==> src/rtl/mc_ctrl_if.sv <==
// rtl/mc_ctrl_if.sv - control bus between the multi-cycle controller and the MIPS datapath
interface mc_ctrl_if;
   logic [5:0] opcode;
   logic [5:0] funct;
   logic       zero;
   logic [2:0] state;
   logic       irWrite;
   logic       pcWrite;
   logic [1:0] pcSrc;
   logic       regWrite;
   logic [1:0] regDst;
   logic [1:0] wdSel;
   logic       aluSrc;
   logic       extOp;
   logic [1:0] aluOp;
   logic       memWrite;
   logic       instrDone;
   logic       illegal;

   // master: the controller; slave: the datapath
   modport master (
      input  opcode, funct, zero,
      output state, irWrite, pcWrite, pcSrc, regWrite, regDst, wdSel,
             aluSrc, extOp, aluOp, memWrite, instrDone, illegal
   );

   modport slave (
      output opcode, funct, zero,
      input  state, irWrite, pcWrite, pcSrc, regWrite, regDst, wdSel,
             aluSrc, extOp, aluOp, memWrite, instrDone, illegal
   );
endinterface

==> src/rtl/mc_ctrl.sv <==
// rtl/mc_ctrl.sv - multi-cycle FETCH/DECODE/EXEC/MEM/WB control FSM for the MIPS core
module mc_ctrl #(
   parameter int FETCH_WAIT = 0,
   parameter int CNT_W      = 4
) (
   input  logic       clk,
   input  logic       reset,
   mc_ctrl_if.master  bus
);

   typedef enum logic [2:0] {
      S_FETCH  = 3'd0,
      S_DECODE = 3'd1,
      S_EXEC   = 3'd2,
      S_MEM    = 3'd3,
      S_WB     = 3'd4
   } state_e;

   typedef enum logic [3:0] {
      C_ILL, C_ADD, C_SUB, C_JR, C_NOP, C_ORI, C_LUI, C_LW, C_SW, C_BEQ, C_JAL
   } cls_e;

   logic [2:0]       state_q, state_d;
   logic [CNT_W-1:0] cnt_q, cnt_d;
   cls_e             cls;
   logic             fetch_last;

   assign fetch_last = (cnt_q == CNT_W'(FETCH_WAIT));

   always_comb begin
      cls = C_ILL;
      case (bus.opcode)
         6'b000000: begin
            case (bus.funct)
               6'b100000, 6'b100001: cls = C_ADD;
               6'b100010, 6'b100011: cls = C_SUB;
               6'b001000:            cls = C_JR;
               6'b000000:            cls = C_NOP;
               default:              cls = C_ILL;
            endcase
         end
         6'b001101: cls = C_ORI;
         6'b001111: cls = C_LUI;
         6'b100011: cls = C_LW;
         6'b101011: cls = C_SW;
         6'b000100: cls = C_BEQ;
         6'b000011: cls = C_JAL;
         default:   cls = C_ILL;
      endcase
   end

   always_ff @(posedge clk) begin
      if (reset) begin
         state_q <= S_FETCH;
         cnt_q   <= '0;
      end else begin
         state_q <= state_d;
         cnt_q   <= cnt_d;
      end
   end

   always_comb begin
      state_d = state_q;
      cnt_d   = cnt_q;
      case (state_q)
         S_FETCH: begin
            if (fetch_last) begin
               cnt_d   = '0;
               state_d = S_DECODE;
            end else begin
               cnt_d = cnt_q + 1'b1;
            end
         end
         S_DECODE: begin
            case (cls)
               C_JAL, C_JR, C_NOP, C_ILL: state_d = S_FETCH;
               default:                   state_d = S_EXEC;
            endcase
         end
         S_EXEC: begin
            case (cls)
               C_ADD, C_SUB, C_ORI, C_LUI: state_d = S_WB;
               C_LW, C_SW:                 state_d = S_MEM;
               default:                    state_d = S_FETCH;
            endcase
         end
         S_MEM:   state_d = (cls == C_LW) ? S_WB : S_FETCH;
         S_WB:    state_d = S_FETCH;
         default: begin
            state_d = S_FETCH;
            cnt_d   = '0;
         end
      endcase
   end

   // Outputs are forced low in any reset cycle so an abandoned instruction has no side effects
   always_comb begin
      bus.state     = reset ? 3'd0 : state_q;
      bus.irWrite   = 1'b0;
      bus.pcWrite   = 1'b0;
      bus.pcSrc     = 2'd0;
      bus.regWrite  = 1'b0;
      bus.regDst    = 2'd0;
      bus.wdSel     = 2'd0;
      bus.aluSrc    = 1'b0;
      bus.extOp     = 1'b0;
      bus.aluOp     = 2'd0;
      bus.memWrite  = 1'b0;
      bus.instrDone = 1'b0;
      bus.illegal   = 1'b0;
      if (!reset) begin
         case (state_q)
            S_FETCH: begin
               if (fetch_last) begin
                  bus.irWrite = 1'b1;
                  bus.pcWrite = 1'b1;
               end
            end
            S_DECODE: begin
               case (cls)
                  C_JAL: begin
                     bus.regWrite  = 1'b1;
                     bus.regDst    = 2'd2;
                     bus.wdSel     = 2'd2;
                     bus.pcWrite   = 1'b1;
                     bus.pcSrc     = 2'd2;
                     bus.instrDone = 1'b1;
                  end
                  C_JR: begin
                     bus.pcWrite   = 1'b1;
                     bus.pcSrc     = 2'd3;
                     bus.instrDone = 1'b1;
                  end
                  C_NOP: bus.instrDone = 1'b1;
                  C_ILL: begin
                     bus.illegal   = 1'b1;
                     bus.instrDone = 1'b1;
                  end
                  default: ;
               endcase
            end
            S_EXEC: begin
               case (cls)
                  C_SUB: bus.aluOp = 2'd1;
                  C_ORI: begin
                     bus.aluOp  = 2'd2;
                     bus.aluSrc = 1'b1;
                  end
                  C_LUI: begin
                     bus.aluOp  = 2'd3;
                     bus.aluSrc = 1'b1;
                  end
                  C_LW, C_SW: begin
                     bus.aluSrc = 1'b1;
                     bus.extOp  = 1'b1;
                  end
                  C_BEQ: begin
                     bus.aluOp     = 2'd1;
                     bus.pcWrite   = bus.zero;
                     bus.pcSrc     = bus.zero ? 2'd1 : 2'd0;
                     bus.instrDone = 1'b1;
                  end
                  default: ;
               endcase
            end
            S_MEM: begin
               if (cls == C_SW) begin
                  bus.memWrite  = 1'b1;
                  bus.instrDone = 1'b1;
               end
            end
            S_WB: begin
               bus.regWrite  = 1'b1;
               bus.instrDone = 1'b1;
               if (cls == C_ADD || cls == C_SUB) bus.regDst = 2'd1;
               if (cls == C_LW)                  bus.wdSel  = 2'd1;
            end
            default: ;
         endcase
      end
   end

endmodule

==> src/flat_wrapper.sv <==
// flat-port wrapper written by rule: the top's interface ports become plain ports
module mc_ctrl_flat 
#(
   parameter int FETCH_WAIT = 0,
   parameter int CNT_W      = 4
)
  (clk, reset, bus_opcode, bus_funct, bus_zero, bus_state, bus_irWrite, bus_pcWrite, bus_pcSrc, bus_regWrite, bus_regDst, bus_wdSel, bus_aluSrc, bus_extOp, bus_aluOp, bus_memWrite, bus_instrDone, bus_illegal);
  mc_ctrl_if bus_i ();
  input  logic clk;
  input  logic reset;
  input wire logic [$bits(bus_i.opcode)-1:0] bus_opcode;
  input wire logic [$bits(bus_i.funct)-1:0] bus_funct;
  input wire logic [$bits(bus_i.zero)-1:0] bus_zero;
  output wire logic [$bits(bus_i.state)-1:0] bus_state;
  output wire logic [$bits(bus_i.irWrite)-1:0] bus_irWrite;
  output wire logic [$bits(bus_i.pcWrite)-1:0] bus_pcWrite;
  output wire logic [$bits(bus_i.pcSrc)-1:0] bus_pcSrc;
  output wire logic [$bits(bus_i.regWrite)-1:0] bus_regWrite;
  output wire logic [$bits(bus_i.regDst)-1:0] bus_regDst;
  output wire logic [$bits(bus_i.wdSel)-1:0] bus_wdSel;
  output wire logic [$bits(bus_i.aluSrc)-1:0] bus_aluSrc;
  output wire logic [$bits(bus_i.extOp)-1:0] bus_extOp;
  output wire logic [$bits(bus_i.aluOp)-1:0] bus_aluOp;
  output wire logic [$bits(bus_i.memWrite)-1:0] bus_memWrite;
  output wire logic [$bits(bus_i.instrDone)-1:0] bus_instrDone;
  output wire logic [$bits(bus_i.illegal)-1:0] bus_illegal;
  assign bus_i.opcode = bus_opcode;
  assign bus_i.funct = bus_funct;
  assign bus_i.zero = bus_zero;
  assign bus_state = bus_i.state;
  assign bus_irWrite = bus_i.irWrite;
  assign bus_pcWrite = bus_i.pcWrite;
  assign bus_pcSrc = bus_i.pcSrc;
  assign bus_regWrite = bus_i.regWrite;
  assign bus_regDst = bus_i.regDst;
  assign bus_wdSel = bus_i.wdSel;
  assign bus_aluSrc = bus_i.aluSrc;
  assign bus_extOp = bus_i.extOp;
  assign bus_aluOp = bus_i.aluOp;
  assign bus_memWrite = bus_i.memWrite;
  assign bus_instrDone = bus_i.instrDone;
  assign bus_illegal = bus_i.illegal;
  mc_ctrl #(.FETCH_WAIT(FETCH_WAIT), .CNT_W(CNT_W)) u_core (.clk(clk), .reset(reset), .bus(bus_i));
endmodule
==> config.mk <==
export PLATFORM = sky130hd
export DESIGN_NAME = mc_ctrl_flat
export DESIGN_NICKNAME = d
export VERILOG_FILES = /design/src/rtl/mc_ctrl_if.sv /design/src/rtl/mc_ctrl.sv /design/src/flat_wrapper.sv
export SDC_FILE = /design/constraint.sdc
export NUM_CORES = 1
export LEC_CHECK = 0
export ABC_AREA = 1
export CORE_MARGIN = 2
export CORE_UTILIZATION = 47
export DETAILED_ROUTE_END_ITERATION = 8
export HOLD_SLACK_MARGIN = 0.08
export PLACE_DENSITY = 0.87
export SYNTH_ARGS = -nofsm -noshare
export SYNTH_HDL_FRONTEND = slang
export SYNTH_SLANG_ARGS = --single-unit
==> constraint.sdc <==
create_clock -name clk -period 2.93 [get_ports clk]
set_input_delay 0.7325 -clock clk [delete_from_list [all_inputs] [get_ports clk]]
set_output_delay 0.7325 -clock clk [all_outputs]
set_load 0.01 [all_outputs]
# [Word-level counts from Yosys, hierarchy flattened]
# Cells that the tools add are included.
[word_totals] in_bits=15 out_inout_bits=19 word_cells=95 reg_bits=7
[classes] add_sub_neg=1 eq_ne=26 n_mux=51 n_reduce_logical=15
[ops] operator="equality test 6 bit (second input constant)" n=6
[ops] operator="one-hot mux 4 bit (7 select lines)" n=1
[ops] operator="2-to-1 mux 1 bit" n=26
[ops] operator="one-hot mux 3 bit (4 select lines)" n=2
[ops] operator="equality test 6 x 4 -> 1 bit (second input constant)" n=3
[ops] operator="equality test 4 x 3 -> 1 bit (second input constant)" n=4
[ops] operator="2-to-1 mux 2 bit" n=8
[ops] operator="one-hot mux 2 bit (2 select lines)" n=4
[ops] operator="OR reduction 4 bit" n=4
[ops] operator="equality test 4 bit (second input constant)" n=3
[ops] operator="logical NOT 6 bit" n=2
[ops] operator="OR reduction 2 bit" n=5
[ops] operator="2-to-1 mux 3 bit" n=3
[ops] operator="equality test 4 x 2 -> 1 bit (second input constant)" n=2
[ops] operator="logical NOT 4 bit" n=2
[ops] operator="one-hot mux 4 bit (2 select lines)" n=1
[ops] operator="equality test 3 x 2 -> 1 bit (second input constant)" n=2
[ops] operator="equality test 6 x 2 -> 1 bit (second input constant)" n=1
[ops] operator="equality test 6 x 3 -> 1 bit (second input constant)" n=1
[ops] operator="one-hot mux 2 bit (3 select lines)" n=1
[ops] operator="one-hot mux 3 bit (2 select lines)" n=1
[ops] operator="adder 4 x 1 -> 4 bit (second input constant)" n=1
[ops] operator="equality test 4 x 1 -> 1 bit (second input constant)" n=1
[ops] operator="2-to-1 mux 4 bit" n=1
[ops] operator="8 further kinds" n=8

# [Depth between registers and ports, before layout]
[depth] depth_word=9 mapped_depth=11 depth_no_buf=11

# [Least setup slack after synthesis]
# Ideal clock, no wire load.
[synth_path] path_kind="input -> output" startpoint="input port bus_opcode[5]" endpoint="output port bus_aluOp[1]" t_required_ns=2.197 setup_slack_ns=0.453 t_arrival_ns=1.745 stages=8 n_path_buf=0 path_cell_list="nor2_2 > nand2_1 > nor2_4 > nand2_1 > nand2_2 > xor2_2 > nand2_1 > nor3b_2"
[synth_between] elab_chain_len=7 elab_cells_between_ends=16 cone_classes="eq/ne (10); mux (4); reduce/logical (2)"
[synth_lines] element="start: declaration" line_no="flat_wrapper.sv:11" source="input wire logic [$bits(bus_i.opcode)-1:0] bus_opcode;"
[synth_lines] element="equality test 6 x 2 -> 1 bit (tied with other cells)" line_no="mc_ctrl.sv:32" source="case (bus.opcode)"
[synth_lines] element="one-hot mux 4 bit (7 select lines) *" line_no="mc_ctrl.sv:32"
[synth_lines] element="equality test 4 bit / equality test 4 x 2 -> 1 bit (equally long branches)" line_no="mc_ctrl.sv:143" source="case (cls)"
[synth_lines] element="OR reduction 2 bit (no line)"
[synth_lines] element="one-hot mux 2 bit (3 select lines) *" line_no="mc_ctrl.sv:143"
[synth_lines] element="2-to-1 mux 2 bit *" line_no="mc_ctrl.sv:112" source="case (state_q)"
[synth_lines] element="2-to-1 mux 2 bit *" line_no="mc_ctrl.sv:111" source="if (!reset) begin"
[synth_lines] element="end: declaration" line_no="flat_wrapper.sv:23" source="output wire logic [$bits(bus_i.aluOp)-1:0] bus_aluOp;"
# Mark *: on every way between the ends. The rest lies on a longest branch, timed or not.

# [Worst setup path after layout]
[layout_path] startpoint="input port bus_funct[4]" endpoint="output port bus_aluOp[1]"
[layout_between] elab_chain_len=9 elab_cells_between_ends=18 cone_classes="eq/ne (9); mux (5); reduce/logical (4)"
[layout_lines] element="start: declaration" line_no="flat_wrapper.sv:12" source="input wire logic [$bits(bus_i.funct)-1:0] bus_funct;"
[layout_lines] element="equality test 6 bit" line_no="mc_ctrl.sv:34" source="case (bus.funct)"
[layout_lines] element="OR reduction 2 bit" line_no="mc_ctrl.sv:34"
[layout_lines] element="one-hot mux 3 bit (4 select lines) *" line_no="mc_ctrl.sv:34"
[layout_lines] element="one-hot mux 4 bit (7 select lines) *" line_no="mc_ctrl.sv:32"
[layout_lines] element="equality test 4 bit / equality test 4 x 2 -> 1 bit (equally long branches)" line_no="mc_ctrl.sv:143"
[layout_lines] element="OR reduction 2 bit (no line)"
[layout_lines] element="one-hot mux 2 bit (3 select lines) *" line_no="mc_ctrl.sv:143"
[layout_lines] element="2-to-1 mux 2 bit *" line_no="mc_ctrl.sv:112"
[layout_lines] element="2-to-1 mux 2 bit *" line_no="mc_ctrl.sv:111"
# Marked as above.

==> reports/metrics.yaml <==
status:
  outcome: "finished, final reports clean"
timing:
  setup_ws_ns: 0.01398
  fin_crit_sh: 0.9952
  period_needed_ns: 2.916
  final_max_slew_viol_count: 0
  hold_violations: 0
  rsz0062_at_grt: "yes"
  fmax_mhz: 342.9
  relSlewSlack: 0.7628
  tightest_slew_ns: 0.3546
  fin_skew_ns: 0.007923
  whs_ns: 0.4663
  setup_viol: 0
placed_design:
  dpl.hpwl_um: 2202
  place_congestion: 0.9075
  io_buffers: 33
  placed_area_mm2: 0.001340
  pre_cts_ws_ns: -0.6234
routing:
  route.detailed.drc: 0
  drtIter0Drc: 45
  routed_wl_um: 3098
  num_vias: 1246
  drt_pre_antenna_iters: 4
  viasPerCell: 5.325
  antenna_left: 0
  routedWlPerCell_um: 13.24
yosys:
  synth_cell_types: 30
  synthesis.area_um2: 895.9
  syn_nets: 175
  synthFlopType: "dfxtp_1"
  yosysSeqAreaShare: 0.1564
  postSynthCellCount: 158
  synth_warnings: 0
  synthArstFlopShare: 0
  syn_area_per_cell_um2: 5.670
  synth-edff-count: 0
  yosys_register_bits: 7
finish:
  num_antenna_cells: 0
  n_fill_cell: 129
  multi_input_area_um2: 750.7
  layout_common_cells: "27 x nand2_1, 22 x nor2_1, 20 x inv_1"
  nets: 227
  mostFrequentLayoutCell: "nand2_1"
  fin_area_mm2: 0.001434
  areaGrowthSynthToFinish_pct: 60.06
  regArea_um2: 140.1
  drive_above_1_share: 0.3541
  utilization: 0.8128
power_and_ir_drop:
  ir_drop_uv: 228.7
  powerDensity_mw_per_mm2: 203.9
  p_leak_nw: 0.7582
grt:
  grt_max_degree: 17
  gr-total-overflow: 0
  grt_pass1_vias: 1121
  track_usage: 0.2643
  grt_antenna_before_repair: 0
  grt_pass1_wl_um: 4340
min_path:
  worstHoldStart: "u_core.cnt_q[2]"
  holdCritPathClass: "reg2reg"
  hold_depth: 1
  worstHoldEndpoint: "u_core.cnt_q[2]"
floorplanning:
  floorplan.initialDensity: 0.5078
  core_area_mm2: 0.001764
  die_w_um: 47.66
  die_h_um: 47.66
  num_io_pins: 34
  rows: 15
  dieArea_mm2: 0.002271
clocking:
  cts_sinks: 7
  cts_buffers: 3
  cts_buffer_depth: 2
  clock_latency_ns: 0.25
  path_clk_slew_ns: 0.05
  htree_levels: 1
  cts_tree: "done"
  cts_root_buf: "clkbuf_4"
critical_path:
  start_kind: "input port"
  crit_required_ns: 2.20
  rr_endpoint: "u_core.cnt_q[2]"
  crit_type: "in2out"
  rr_worst_depth: 8
  cp.arrival_ns: 2.18
  r2r_slack_ns: 1.39
  worst-path-max-fanout: 4
  crit_path_end_kind: "output port"
  timing.rr.start: "u_core.state_q[1]"
run:
  maxCapViolations: 0
## worst max-delay path, cell delays in order
cell	delay, ns
dlygate4sd2_1	0.25
nor2_1	0.14
nand3_1	0.11
nand2_1	0.10
nand2_2	0.08
nand2_4	0.13
xor2_4	0.19
nand2_2	0.07
nor3b_2	0.20
buf_2	0.17
## flip-flops by register name (all words and copies together) (netlist names)
| signal | flops |
|---|---|
| u_core.state_q | 3 |
| u_core.cnt_q | 4 |
## stage by stage
stage	total power, mW	cells	TNS [ns]
finish	0.2924	234	0
global route	0.3078	234	-0.09823
detailed placement	0.2009	226	-6.430
global placement	0.1979	226	-5.708
floorplan	0.1511	158	0
CTS	0.2840	234	0
## cell families after synthesis
logic type                 Yosys count  synth area share
DFF                                  7            0.1564
buffers and inverters               28            0.1215
adders and majority gates            2           0.02793
AOI/OAI and AO/OA                   17            0.1076
xor gates and xnor gates             1           0.01816
and+or+nand+nor                    103            0.5684
## cell type report
class | instances | share of cell area
repair buffers | 50 | 0.2731
well taps | 25 | 0.02181
flip-flops and latches | 7 | 0.09773
inverters | 25 | 0.06544
clock buffers | 4 | 0.01832
multi-input cells | 123 | 0.5236
## layer usage
layer / routed length (um) / GRT usage / vias to the layer above
li1: - / - / 607
met1: 1302 / 0.3425 / 573
met2: 1520 / 0.4459 / 60
met3: 240 / 0.05283 / 6
met4: 34 / 0.07568 / 0
met5: 0 / 0 / -
## Yosys cell counts, drive strengths merged, types with 2 or more instances
cell type | number | area (um^2)
nor3b | 2 | 20.02
a21oi | 11 | 58.81
nor3 | 4 | 31.28
nor2 | 36 | 165.2
buf | 2 | 11.26
ha | 2 | 25.02
inv | 25 | 93.84
o21ai | 2 | 10.01
nand3 | 17 | 100.1
nand4 | 3 | 18.77
nand2 | 39 | 158.9
dfxtp | 7 | 140.1
## power by group
group          switching (mW)  leakage [nW]  internal [mW]
Clock                  0.0362        0.0150         0.0520
Sequential            0.00322        0.0567         0.0969
Combinational          0.0612         0.686         0.0429
Total                   0.101         0.758          0.192
## worst max path at each step
| stage | from | to | slack [ns] | depth (start not counted) |
|---|---|---|---|---|
| floorplan | bus_opcode[5] | bus_aluOp[1] | 0.45 | 8 |
| global placement | bus_opcode[5] | bus_aluOp[1] | -0.56 | 10 |
| detailed placement | bus_opcode[3] | bus_instrDone | -0.62 | 13 |
| CTS | bus_opcode[3] | bus_aluOp[1] | 0.007 | 10 |
| global route | bus_funct[4] | bus_aluOp[1] | -0.06 | 10 |
| finish | bus_funct[4] | bus_aluOp[1] | 0.01 | 10 |
## what timing repair did
| item | in CTS | in global routing |
|---|---|---|
| buffers inserted | 4 | 0 |
| endpoints found under the hold margin | 0 | 0 |
| pin swaps | 16 | 9 |
| resized for setup | 56 | 33 |
| hold buffers | 0 | 0 |
| endpoints found under the setup margin | 15 | 12 |
(Power assumes the default switching activity.)
